--- config.mk ---
export PLATFORM = sky130hd
export DESIGN_NAME = segapcm_bus_master
export DESIGN_NICKNAME = d
export VERILOG_FILES = /design/src/rtl/segapcm_bus_master.sv
export SDC_FILE = /design/constraint.sdc
export NUM_CORES = 1
export LEC_CHECK = 0
export ABC_CLOCK_PERIOD_IN_PS = 2450
export CORE_UTILIZATION = 35
export DETAILED_ROUTE_END_ITERATION = 7
export GPL_ROUTABILITY_DRIVEN = 0
export PLACE_DENSITY_LB_ADDON = 0.12
export SYNTH_ARGS = -nofsm -noshare
export SYNTH_HDL_FRONTEND = slang
export SYNTH_SLANG_ARGS = --single-unit
--- constraint.sdc ---
create_clock -name CLK -period 2.45 [get_ports CLK]
set_input_delay 0.3675 -clock CLK [delete_from_list [all_inputs] [get_ports CLK]]
set_output_delay 0.3675 -clock CLK [all_outputs]
set_load 0.02 [all_outputs]
--- src/rtl/segapcm_bus_master.sv ---
// Host-side bus master for the SegaPCM CPU port: queues register commands in a
// small FIFO and plays them out as timed nSCS/nSRD/nSWR cycles, honouring nWAIT.
//
// state    | meaning
// ---------+------------------------------------------------------------
// S_IDLE   | bus released; pops the FIFO head when one is queued
// S_SETUP  | chip select and address (and write data) settle before strobe
// S_STROBE | read/write strobe low; stretched while synced nWAIT is low
// S_HOLD   | strobe released, select/address/data held one more cycle
module segapcm_bus_master #(
  parameter int FIFO_DEPTH   = 4,
  parameter int SETUP_CYC    = 1,
  parameter int STROBE_MIN   = 4,
  parameter int WAIT_TIMEOUT = 255
) (
  input  logic        CLK,
  input  logic        RESET,
  input  logic        CMD_VALID,
  output logic        CMD_READY,
  input  logic        CMD_WR,
  input  logic [10:0] CMD_ADDR,
  input  logic [7:0]  CMD_WDATA,
  output logic        RSP_VALID,
  output logic [7:0]  RSP_DATA,
  output logic        RSP_ERR,
  output logic        ERR,
  output logic        BUSY,
  output logic        nSCS,
  output logic        nSRD,
  output logic        nSWR,
  output logic [10:0] A,
  output logic [7:0]  D_OUT,
  output logic        D_OE,
  input  logic [7:0]  D_IN,
  input  logic        nWAIT
);

  typedef enum logic [1:0] {S_IDLE, S_SETUP, S_STROBE, S_HOLD} state_t;

  localparam int          PW       = $clog2(FIFO_DEPTH);
  localparam logic [PW:0] FULL_CNT = (PW+1)'(FIFO_DEPTH);
  localparam logic [7:0]  SC_LAST  = 8'(STROBE_MIN - 1);
  localparam logic [7:0]  WC_MAX   = 8'(WAIT_TIMEOUT);
  localparam logic [1:0]  SU_LAST  = 2'(SETUP_CYC - 1);

  state_t        state_q, state_d;
  logic [PW:0]   count_q, count_d;
  logic [PW-1:0] wr_ptr_q, wr_ptr_d, rd_ptr_q, rd_ptr_d;
  logic [19:0]   mem_q [FIFO_DEPTH];
  logic [19:0]   cmd_q, cmd_d;
  logic [1:0]    su_q, su_d;
  logic [7:0]    sc_q, sc_d, wc_q, wc_d;
  logic          abort_q, abort_d, err_q, err_d, ready_q, ready_d, w_s_q;
  logic          nscs_q, nscs_d, nsrd_q, nsrd_d, nswr_q, nswr_d;
  logic [10:0]   a_q, a_d;
  logic [7:0]    d_out_q, d_out_d, rsp_data_q, rsp_data_d;
  logic          d_oe_q, d_oe_d, rsp_valid_q, rsp_valid_d, rsp_err_q, rsp_err_d;
  logic          push, pop;
  logic          cmd_wr;
  logic [10:0]   cmd_addr;
  logic [7:0]    cmd_wdata;

  assign push      = CMD_VALID & ready_q;
  assign cmd_wr    = cmd_q[19];
  assign cmd_addr  = cmd_q[18:8];
  assign cmd_wdata = cmd_q[7:0];

  always_comb begin
    state_d = state_q;
    cmd_d   = cmd_q;
    su_d    = su_q;
    sc_d    = sc_q;
    wc_d    = wc_q;
    abort_d = abort_q;
    err_d   = err_q;
    pop     = 1'b0;
    case (state_q)
      S_IDLE: begin
        if (count_q != '0) begin
          pop     = 1'b1;
          cmd_d   = mem_q[rd_ptr_q];
          su_d    = 2'd0;
          sc_d    = 8'd0;
          wc_d    = 8'd0;
          abort_d = 1'b0;
          state_d = S_SETUP;
        end
      end
      S_SETUP: begin
        if (su_q == SU_LAST) state_d = S_STROBE;
        else                 su_d    = su_q + 2'd1;
      end
      S_STROBE: begin
        if (sc_q < SC_LAST) begin
          sc_d = sc_q + 8'd1;
        end else if (w_s_q) begin
          state_d = S_HOLD;
        end else if (wc_q == WC_MAX) begin
          abort_d = 1'b1;
          err_d   = 1'b1;
          state_d = S_HOLD;
        end else begin
          wc_d = wc_q + 8'd1;
        end
      end
      S_HOLD:  state_d = S_IDLE;
      default: state_d = S_IDLE;
    endcase
  end

  // Bus pins are registered from the current state, so they trail it by one cycle.
  always_comb begin
    nscs_d      = 1'b1;
    nsrd_d      = 1'b1;
    nswr_d      = 1'b1;
    a_d         = 11'd0;
    d_out_d     = 8'd0;
    d_oe_d      = 1'b0;
    rsp_valid_d = 1'b0;
    rsp_err_d   = 1'b0;
    rsp_data_d  = rsp_data_q;
    if (state_q != S_IDLE) begin
      nscs_d  = 1'b0;
      a_d     = cmd_addr;
      d_oe_d  = cmd_wr;
      d_out_d = cmd_wr ? cmd_wdata : 8'd0;
    end
    if (state_q == S_STROBE) begin
      nsrd_d = cmd_wr;
      nswr_d = ~cmd_wr;
    end
    // HOLD state coincides with the last strobe-low cycle on the pins.
    if (state_q == S_HOLD && !cmd_wr) begin
      rsp_valid_d = 1'b1;
      rsp_err_d   = abort_q;
      rsp_data_d  = abort_q ? 8'hFF : D_IN;
    end
  end

  always_comb begin
    count_d  = count_q;
    wr_ptr_d = wr_ptr_q;
    rd_ptr_d = rd_ptr_q;
    if (push) wr_ptr_d = wr_ptr_q + PW'(1);
    if (pop)  rd_ptr_d = rd_ptr_q + PW'(1);
    case ({push, pop})
      2'b10:   count_d = count_q + (PW+1)'(1);
      2'b01:   count_d = count_q - (PW+1)'(1);
      default: count_d = count_q;
    endcase
    ready_d = (count_d != FULL_CNT);
  end

  always_ff @(posedge CLK) begin
    if (push) mem_q[wr_ptr_q] <= {CMD_WR, CMD_ADDR, CMD_WDATA};
  end

  always_ff @(posedge CLK) begin
    if (RESET) begin
      state_q     <= S_IDLE;
      count_q     <= '0;
      wr_ptr_q    <= '0;
      rd_ptr_q    <= '0;
      ready_q     <= 1'b0;
      cmd_q       <= '0;
      su_q        <= 2'd0;
      sc_q        <= 8'd0;
      wc_q        <= 8'd0;
      abort_q     <= 1'b0;
      err_q       <= 1'b0;
      w_s_q       <= 1'b1;
      nscs_q      <= 1'b1;
      nsrd_q      <= 1'b1;
      nswr_q      <= 1'b1;
      a_q         <= 11'd0;
      d_out_q     <= 8'd0;
      d_oe_q      <= 1'b0;
      rsp_valid_q <= 1'b0;
      rsp_err_q   <= 1'b0;
      rsp_data_q  <= 8'd0;
    end else begin
      state_q     <= state_d;
      count_q     <= count_d;
      wr_ptr_q    <= wr_ptr_d;
      rd_ptr_q    <= rd_ptr_d;
      ready_q     <= ready_d;
      cmd_q       <= cmd_d;
      su_q        <= su_d;
      sc_q        <= sc_d;
      wc_q        <= wc_d;
      abort_q     <= abort_d;
      err_q       <= err_d;
      w_s_q       <= nWAIT;
      nscs_q      <= nscs_d;
      nsrd_q      <= nsrd_d;
      nswr_q      <= nswr_d;
      a_q         <= a_d;
      d_out_q     <= d_out_d;
      d_oe_q      <= d_oe_d;
      rsp_valid_q <= rsp_valid_d;
      rsp_err_q   <= rsp_err_d;
      rsp_data_q  <= rsp_data_d;
    end
  end

  assign CMD_READY = ready_q;
  assign RSP_VALID = rsp_valid_q;
  assign RSP_DATA  = rsp_data_q;
  assign RSP_ERR   = rsp_err_q;
  assign ERR       = err_q;
  assign BUSY      = (count_q != '0) | (state_q != S_IDLE);
  assign nSCS      = nscs_q;
  assign nSRD      = nsrd_q;
  assign nSWR      = nswr_q;
  assign A         = a_q;
  assign D_OUT     = d_out_q;
  assign D_OE      = d_oe_q;

endmodule
==> flow_summary.toml, run 1 <==
[sta]
tns_ps = 0
min_period_over_period = 0.937
rsz0062_at_grt = "false"
hold_slack_ps = 436
hold_viol = 0
setup_viol = 0
layout_min_cycle_time_ps = 2300
worst_slew_pin_slew_ps = 1130
max_freq_ghz = 0.435
skew_ps = 7.21
slew_violations = 0
relSlewSlack = 0.244

[floorplanning]
io_pins = 68
die-area_um2 = 18200
die_x_um = 135
row_count = 48
die-height_um = 135
core-area_um2 = 17300
initial_core_util = 0.358

[synthesis]
syn_area_um2 = 6190
synthTopCellsByCount = "84 x dfxtp_1, 80 x edfxtp_1, 60 x nand2_1, 38 x nor2_1, 33 x a21oi_1"
ys_ff_latch = 164
yosysTopAreaCell = "edfxtp_1"
ys_seq_area_frac = 0.660
synth_edf_count = 80
synthesis.nets = 528
yosysTopAreaCellShare = 0.388
ys_types = 49
postSynthAreaPerCell_um2 = 12.8
netlist_top_cells_area = "edfxtp_1 39%, dfxtp_1 27%, mux4_2 7.3%"
async_reset_ff_frac = 0
yosys_warnings = 0
synthCells = 482
synth.most_common_cell = "dfxtp_1"
ys.flop_type = "dfxtp_1"

[placed_design]
io_buffers = 67
place_hpwl_um = 8250

[critical_path]
crit_family = "buffers and inverters"
path_class = "flop to output pin"
worstPathArrival_ps = 1930
crit_path_top_delay_cell = "dlygate4sd2_1"
crit_chain = "inv_1, ha_1, nor4b_4, inv_1, dlygate4sd2_1"
end_kind = "output pin"
critPathMaxFanout = 6
worst_setup_path_start_kind = "flop"
max_stage_delay_ps = 350
worst_path_most_repeated_cell = "inv_1"
cp_data_required_time_ps = 2080
cp.buffers_inverters = 3

[global_routing]
antenna_found_initial = 0
grt_usage = 0.147
grt_max_degree = 29
grt_pass1_vias = 3857
overflow = 0
grt_first_pass_wirelength_um = 20000

[finish]
nets = 607
syn_to_final_growth_pct = 25.5
drive_gt1_frac = 0.124
finish.utilization = 0.449
antenna_cells = 0

[hold_path]
min_path_type = "input pin to flop"

[route]
drt_iter0_drc = 175
firstDrtPassIters = 4
routed_wl_um = 12400
wire_per_inst_um = 15.6
post-route-drc-count = 0
ant_nets = 0
vias = 3904
viasPerCell = 4.89

[clock_network]
tritoncts = "done"
ctsHtreeMaxLevel = 4
numClockSinks = 164
insertion_delay_ps = 420
cts_buffer_depth = 2
cts_made_buffers = 17
cts_root_buf = "clkbuf_16"
cts.reportedPaths.clkPinSlew_ps = 60

[pwr]
ir_worst_vdd_v = 0.000518
power.density_nw_per_um2 = 1050
power_mw = 8.19
p_leak_nw = 2.71

[flow_run]
drv_cap = 0

[status]
status = "finished clean"
-- flip-flops by register name (all words and copies together) (netlist names), 2 cells and up --
| signal | flops |
|---|---|
| mem_q | 80 |
| cmd_q | 20 |
| A | 11 |
| D_OUT | 8 |
| RSP_DATA | 8 |
| sc_q | 8 |
| wc_q | 8 |
| count_q | 3 |
| rd_ptr_q | 2 |
| state_q | 2 |
| su_q | 2 |
| wr_ptr_q | 2 |
-- metal layers --
layer  GRT usage  share of wire  up-vias
met5           0              0        -
met4      0.0687          0.021        0
met3      0.0387          0.052       23
met2       0.232           0.46       99
met1       0.188           0.47     1893
li1            -              -     1889
-- metrics by stage --
| step | setup WS, ps | std cells | area (um^2) |
|---|---|---|---|
| floorplan | 89.9 | 482 | 6190 |
| global placement | 179 | 767 | 7170 |
| detailed placement | 100 | 767 | 7170 |
| CTS | 116 | 798 | 7760 |
| global route | 51.8 | 798 | 7760 |
| finish | 153 | 798 | 7760 |
-- path summary, 6_finish.rpt --
path,start,endpoint,slack [ps],cells past startpoint
min reg2reg,cmd_q[17],cmd_q[17],450,2
min,RESET,count_q[1],440,2
max,state_q[0],BUSY,150,5
max reg2reg,state_q[0],CMD_READY,250,11
-- timing repair --
item | in CTS | in global routing
resized for setup | 2 | 0
setup endpoints to repair | 1 | 0
hold buffers | 0 | 0
buffers inserted | 0 | 0
-- cell type report --
type / instances / area (um^2)
fill: 1576 / 9530
sequential: 164 / 4080
multi-input combinational: 276 / 1940
timing repair buffer: 82 / 790
clock buffer: 18 / 429
tap: 225 / 282
clock inverter: 13 / 161
inverter: 20 / 75.1
-- cells by family after synthesis --
family,share of synthesized area
AOI/OAI and AO/OA,0.0732
xor gates and xnor gates,0.00850
adders and majority gates,0.0295
buffers and inverters,0.0271
DFF,0.660
muxes,0.0761
and+or+nand+nor,0.125
-- layout by cell type, fill, tap and decap left out, types with 3 or more instances in the layout --
master / instances
ha_1: 13
edfxtp_1: 80
nor2b_1: 4
nor3_1: 4
clkdlybuf4s50_1: 65
clkinvlp_4: 3
clkbuf_16: 17
nand2_1: 60
a21oi_1: 33
a211oi_1: 8
inv_1: 20
a31oi_1: 4
mux4_2: 20
and2_1: 19
a221oi_1: 4
dfxtp_1: 84
nand3_1: 7
clkinv_4: 4
xor2_1: 4
o21ai_0: 9
buf_4: 14
and3_1: 17
bufinv_16: 3
nor2_1: 38
-- power breakdown --
group	internal (mW)	total [mW]	switching (mW)
registers	3.21	3.36	0.159
logic	0.957	2.19	1.23
clock network	1.59	2.64	1.04
total	5.76	8.19	2.43
No activity file was read; power rests on OpenSTA's default activity.
==> run 2, diff against run 1 <==
- CTS_BUF_LIST: not set -> sky130_fd_sc_hd__clkbuf_8
- CTS_CLUSTER_DIAMETER: not set -> 30
==> flow_summary.toml, run 2 (synthesis gave the netlist of run 1 again) <==
[finish]
syn_to_final_growth_pct = 22.5
fin_area_um2 = 7570
antenna_cells = 0
largest_reg_flops = 80
layout_common_cells = "84 x dfxtp_1, 80 x edfxtp_1, 65 x clkdlybuf4s50_1"
drive_gt1_frac = 0.126
top_register = "mem_q"
nets = 607
fillCellCount = 1592
finish.utilization = 0.438
stdcell_count = 798
layout_commonest_cell = "dfxtp_1"

[pwr]
p_leak_nw = 2.63
ir_worst_vdd_v = 0.000427
power_mw = 7.52
power.density_nw_per_um2 = 992

[placed_design]
place_hpwl_um = 8250
pre_cts_ws_ps = 100
dpl-instance-area_um2 = 7170
io_buffers = 67
placed_cells_incl_taps = 767

[flow_run]
drv_cap = 0

[floorplanning]
core-area_um2 = 17300
io_pins = 68
initial_core_util = 0.358
die-area_um2 = 18200
row_count = 48
die-height_um = 135
die_x_um = 135

[route]
ant_nets = 0
post-route-drc-count = 0
firstDrtPassIters = 5
drt_iter0_drc = 149
viasPerCell = 4.86
vias = 3879
routed_wl_um = 12400
wire_per_inst_um = 15.6

[critical_path]
crit_family = "buffers and inverters"
worstPathArrival_ps = 1940
critPathMaxFanout = 6
end_kind = "output pin"
path_class = "flop to output pin"
worst_setup_path_start_kind = "flop"
cp_data_required_time_ps = 2080
rr_worst_depth = 11
max_stage_delay_ps = 350
rrSetupSlack_ps = 270
worst-path-stages = 5
crit_path_top_delay_cell = "dfxtp_1"
worst_path_most_repeated_cell = "inv_1"
crit_chain = "inv_1, ha_2, nor4b_4, inv_1, dlygate4sd2_1"
cp.buffers_inverters = 3

[sta]
layout_min_cycle_time_ps = 2310
rsz0062_at_grt = "false"
min_period_over_period = 0.943
tns_ps = 0
skew_ps = 11.8
hold_viol = 0
relSlewSlack = 0.239
hold_slack_ps = 399
setup_viol = 0
worst_slack_ps = 141
max_freq_ghz = 0.433
slew_violations = 0
worst_slew_pin_slew_ps = 1140

[global_routing]
grt_pass1_vias = 3830
grt_usage = 0.147
grt_first_pass_wirelength_um = 19900
overflow = 0
antenna_found_initial = 0
grt_max_degree = 29

[clock_network]
cts_root_buf = "clkbuf_8"
ctsHtreeMaxLevel = 4
cts.reportedPaths.clkPinSlew_ps = 90
cts_buffer_depth = 2
insertion_delay_ps = 450
cts_made_buffers = 17
tritoncts = "done"
numClockSinks = 164
cts_hold_buf = 0
post_cts_buffers = 0

[hold_path]
min_path_type = "input pin to flop"
min_path_cells = 2

[status]
status = "finished clean"
==> run 2: changes by cell type in the layout (fill, tap and decap cells not counted) <==
cell,previous run,this run
ha_1,13,12
ha_2,0,1
clkbuf_8,0,17
inv_1,20,21
clkbuf_1,1,0
clkbuf_16,17,0
==> run 2: path summary, 6_finish.rpt <==
check,from,end
max,state_q[0],BUSY
min,RESET,count_q[1]
min reg2reg,cmd_q[17],cmd_q[17]
max reg2reg,state_q[0],CMD_READY
==> run 2: report_power, final <==
group | total (mW) | switching (mW) | internal, mW
clock | 1.97 | 0.972 | 0.995
combinational | 2.19 | 1.23 | 0.959
sequential | 3.36 | 0.160 | 3.20
==> run 2: cell type report <==
type	instances	area, um^2	area share
sequential	164	4080	0.539
multi-input combinational	276	1950	0.257
timing repair buffer	82	790	0.104
tap	225	282	0.0372
clock buffer	17	234	0.0309
clock inverter	14	165	0.0218
inverter	20	75.1	0.00991
==> run 2: worst register-to-register path, cell delays in order, from the launching register on <==
cell,delay (ps)
dfxtp_1,350
inv_1,120
ha_2,250
nand2_1,80
inv_1,90
ha_1,180
inv_1,60
fa_1,370
xor2_1,150
nor2_1,120
xor2_1,200
a21oi_1,90
==> run 2: timing repair <==
item                                    CTS  global route
gates resized for setup                   2             1
endpoints found under the setup margin    1             1
endpoints found under the hold margin     0             0
==> run 2: layer usage <==
layer | wire, um | vias up | GRT usage
met2 | 5760 | 104 | 0.232
met1 | 5760 | 1867 | 0.187
met5 | 0 | - | 0
met4 | 218 | 0 | 0.0687
met3 | 699 | 21 | 0.0383
li1 | - | 1887 | -
==> run 3, diff against run 2 <==
- ABC_CLOCK_PERIOD_IN_PS: 2450 -> 2770
- clock period: 2.45 -> 2.77 ns (I/O delays scaled with it)
==> flow_summary.toml, run 3 (synthesis gave the netlist of run 1 again) <==
[status]
status = "finished clean"

[placed_design]
placed_cells_incl_taps = 763
place_hpwl_um = 8030
io_buffers = 67

[route]
routed_wl_um = 12200
firstDrtPassIters = 7
wire_per_inst_um = 15.3
vias = 3818
ant_nets = 0
viasPerCell = 4.80
post-route-drc-count = 0
drt_iter0_drc = 132

[critical_path]
max_stage_delay_ps = 620
worst_setup_path_start_kind = "flop"
rrSetupSlack_ps = 580
worst_path_most_repeated_cell = "inv_1"
worstPathArrival_ps = 2140
cp_data_required_time_ps = 2350
path_class = "flop to output pin"
cp.buffers_inverters = 3
rr_worst_depth = 11
end_kind = "output pin"
critPathMaxFanout = 6
r2r-end = "CMD_READY"
crit_chain = "inv_1, ha_1, nor4b_2, inv_1, clkdlybuf4s50_1"
crit_family = "buffers and inverters"
reg2reg_from = "state_q[0]"
crit_path_top_delay_cell = "clkdlybuf4s50_1"

[global_routing]
antenna_found_initial = 0
grt_pass1_vias = 3784
overflow = 0
grt_max_degree = 29
grt_first_pass_wirelength_um = 19600
grt_usage = 0.143

[clock_network]
cts_hold_buf = 0
cts_made_buffers = 17
cts.reportedPaths.clkPinSlew_ps = 80
cts_buffer_depth = 2
numClockSinks = 164
cts_root_buf = "clkbuf_8"
post_cts_buffers = 0
ctsHtreeMaxLevel = 4
post_cts_resized = 0
insertion_delay_ps = 450
tritoncts = "done"

[floorplanning]
die-height_um = 135
die-area_um2 = 18200
die_x_um = 135
row_count = 48
initial_core_util = 0.358
io_pins = 68
core-area_um2 = 17300

[finish]
nets = 603
drive_gt1_frac = 0.121
antenna_cells = 0
layout_common_cells = "84 x dfxtp_1, 80 x edfxtp_1, 66 x clkdlybuf4s50_1"
stdcell_count = 795
syn_to_final_growth_pct = 21.1
top_register = "mem_q"
layout_commonest_cell = "dfxtp_1"
largest_reg_flops = 80

[hold_path]
min_path_cells = 2
hold_end = "count_q[1]"
worstHoldStart = "RESET"
min_path_type = "input pin to flop"

[sta]
min_period_over_period = 0.922
hold_viol = 0
layout_min_cycle_time_ps = 2550
rsz0062_at_grt = "false"
worst_slew_pin_slew_ps = 1200
relSlewSlack = 0.195
skew_ps = 9.94
setup_viol = 0
max_freq_ghz = 0.392
tns_ps = 0
slew_violations = 0

[pwr]
p_leak_nw = 2.57
power.density_nw_per_um2 = 863
ir_worst_vdd_v = 0.000415

[flow_run]
drv_cap = 0
==> run 3: routing by layer <==
metal	GRT usage	wire length, um
met1	0.192	5890
met2	0.220	5550
met3	0.0409	593
met4	0.0506	155
met5	0	0
==> run 3: power by group <==
group	internal (mW)	total, mW	switching [mW]
Combinational	0.811	1.87	1.06
Clock	0.713	1.61	0.893
Sequential	2.83	2.99	0.155
Total	4.35	6.46	2.11
==> run 3: worst reg2reg max path, stage by stage (launching register included) <==
cell and delay (ps):
dfxtp_1 350, inv_1 110, ha_1 270, nand2_1 110
inv_1 90, ha_1 170, inv_1 60, fa_1 370
xor2_1 150, nor2_1 110, xor2_1 190, a21oi_1 90
==> run 3: worst max-delay path by stage <==
| stage | from | end | slack, ps | depth (start not counted) |
|---|---|---|---|---|
| 6_report | state_q[0] | BUSY | 220 | 5 |
| 5_1_grt | state_q[0] | BUSY | 60 | 5 |
| 4_1_cts | state_q[0] | BUSY | 190 | 5 |
| 3_5_place_dp | CMD_VALID | CMD_READY | 360 | 9 |
| 3_3_place_gp | CMD_VALID | CMD_READY | 450 | 9 |
| 2_1_floorplan | state_q[0] | CMD_READY | 410 | 12 |
==> run 3: stage by stage <==
stage	instance area, um^2	setup WS (ps)	util	hold slack [ps]	power (mW)
floorplan	6190	410	-	430	4.32
global placement	7120	445	0.412	440	4.92
detailed placement	7120	358	0.412	443	4.95
CTS	7490	189	0.433	421	6.57
global route	7490	56.0	0.433	445	6.89
finish	7490	217	0.433	438	6.46
==> run 3: layout make-up <==
type | instances | area, um^2
tap | 225 | 282
clock buffer | 17 | 234
fill | 1621 | 9810
multi-input combinational | 276 | 1930
timing repair buffer | 78 | 748
sequential | 164 | 4080
clock inverter | 15 | 133
inverter | 20 | 75.1
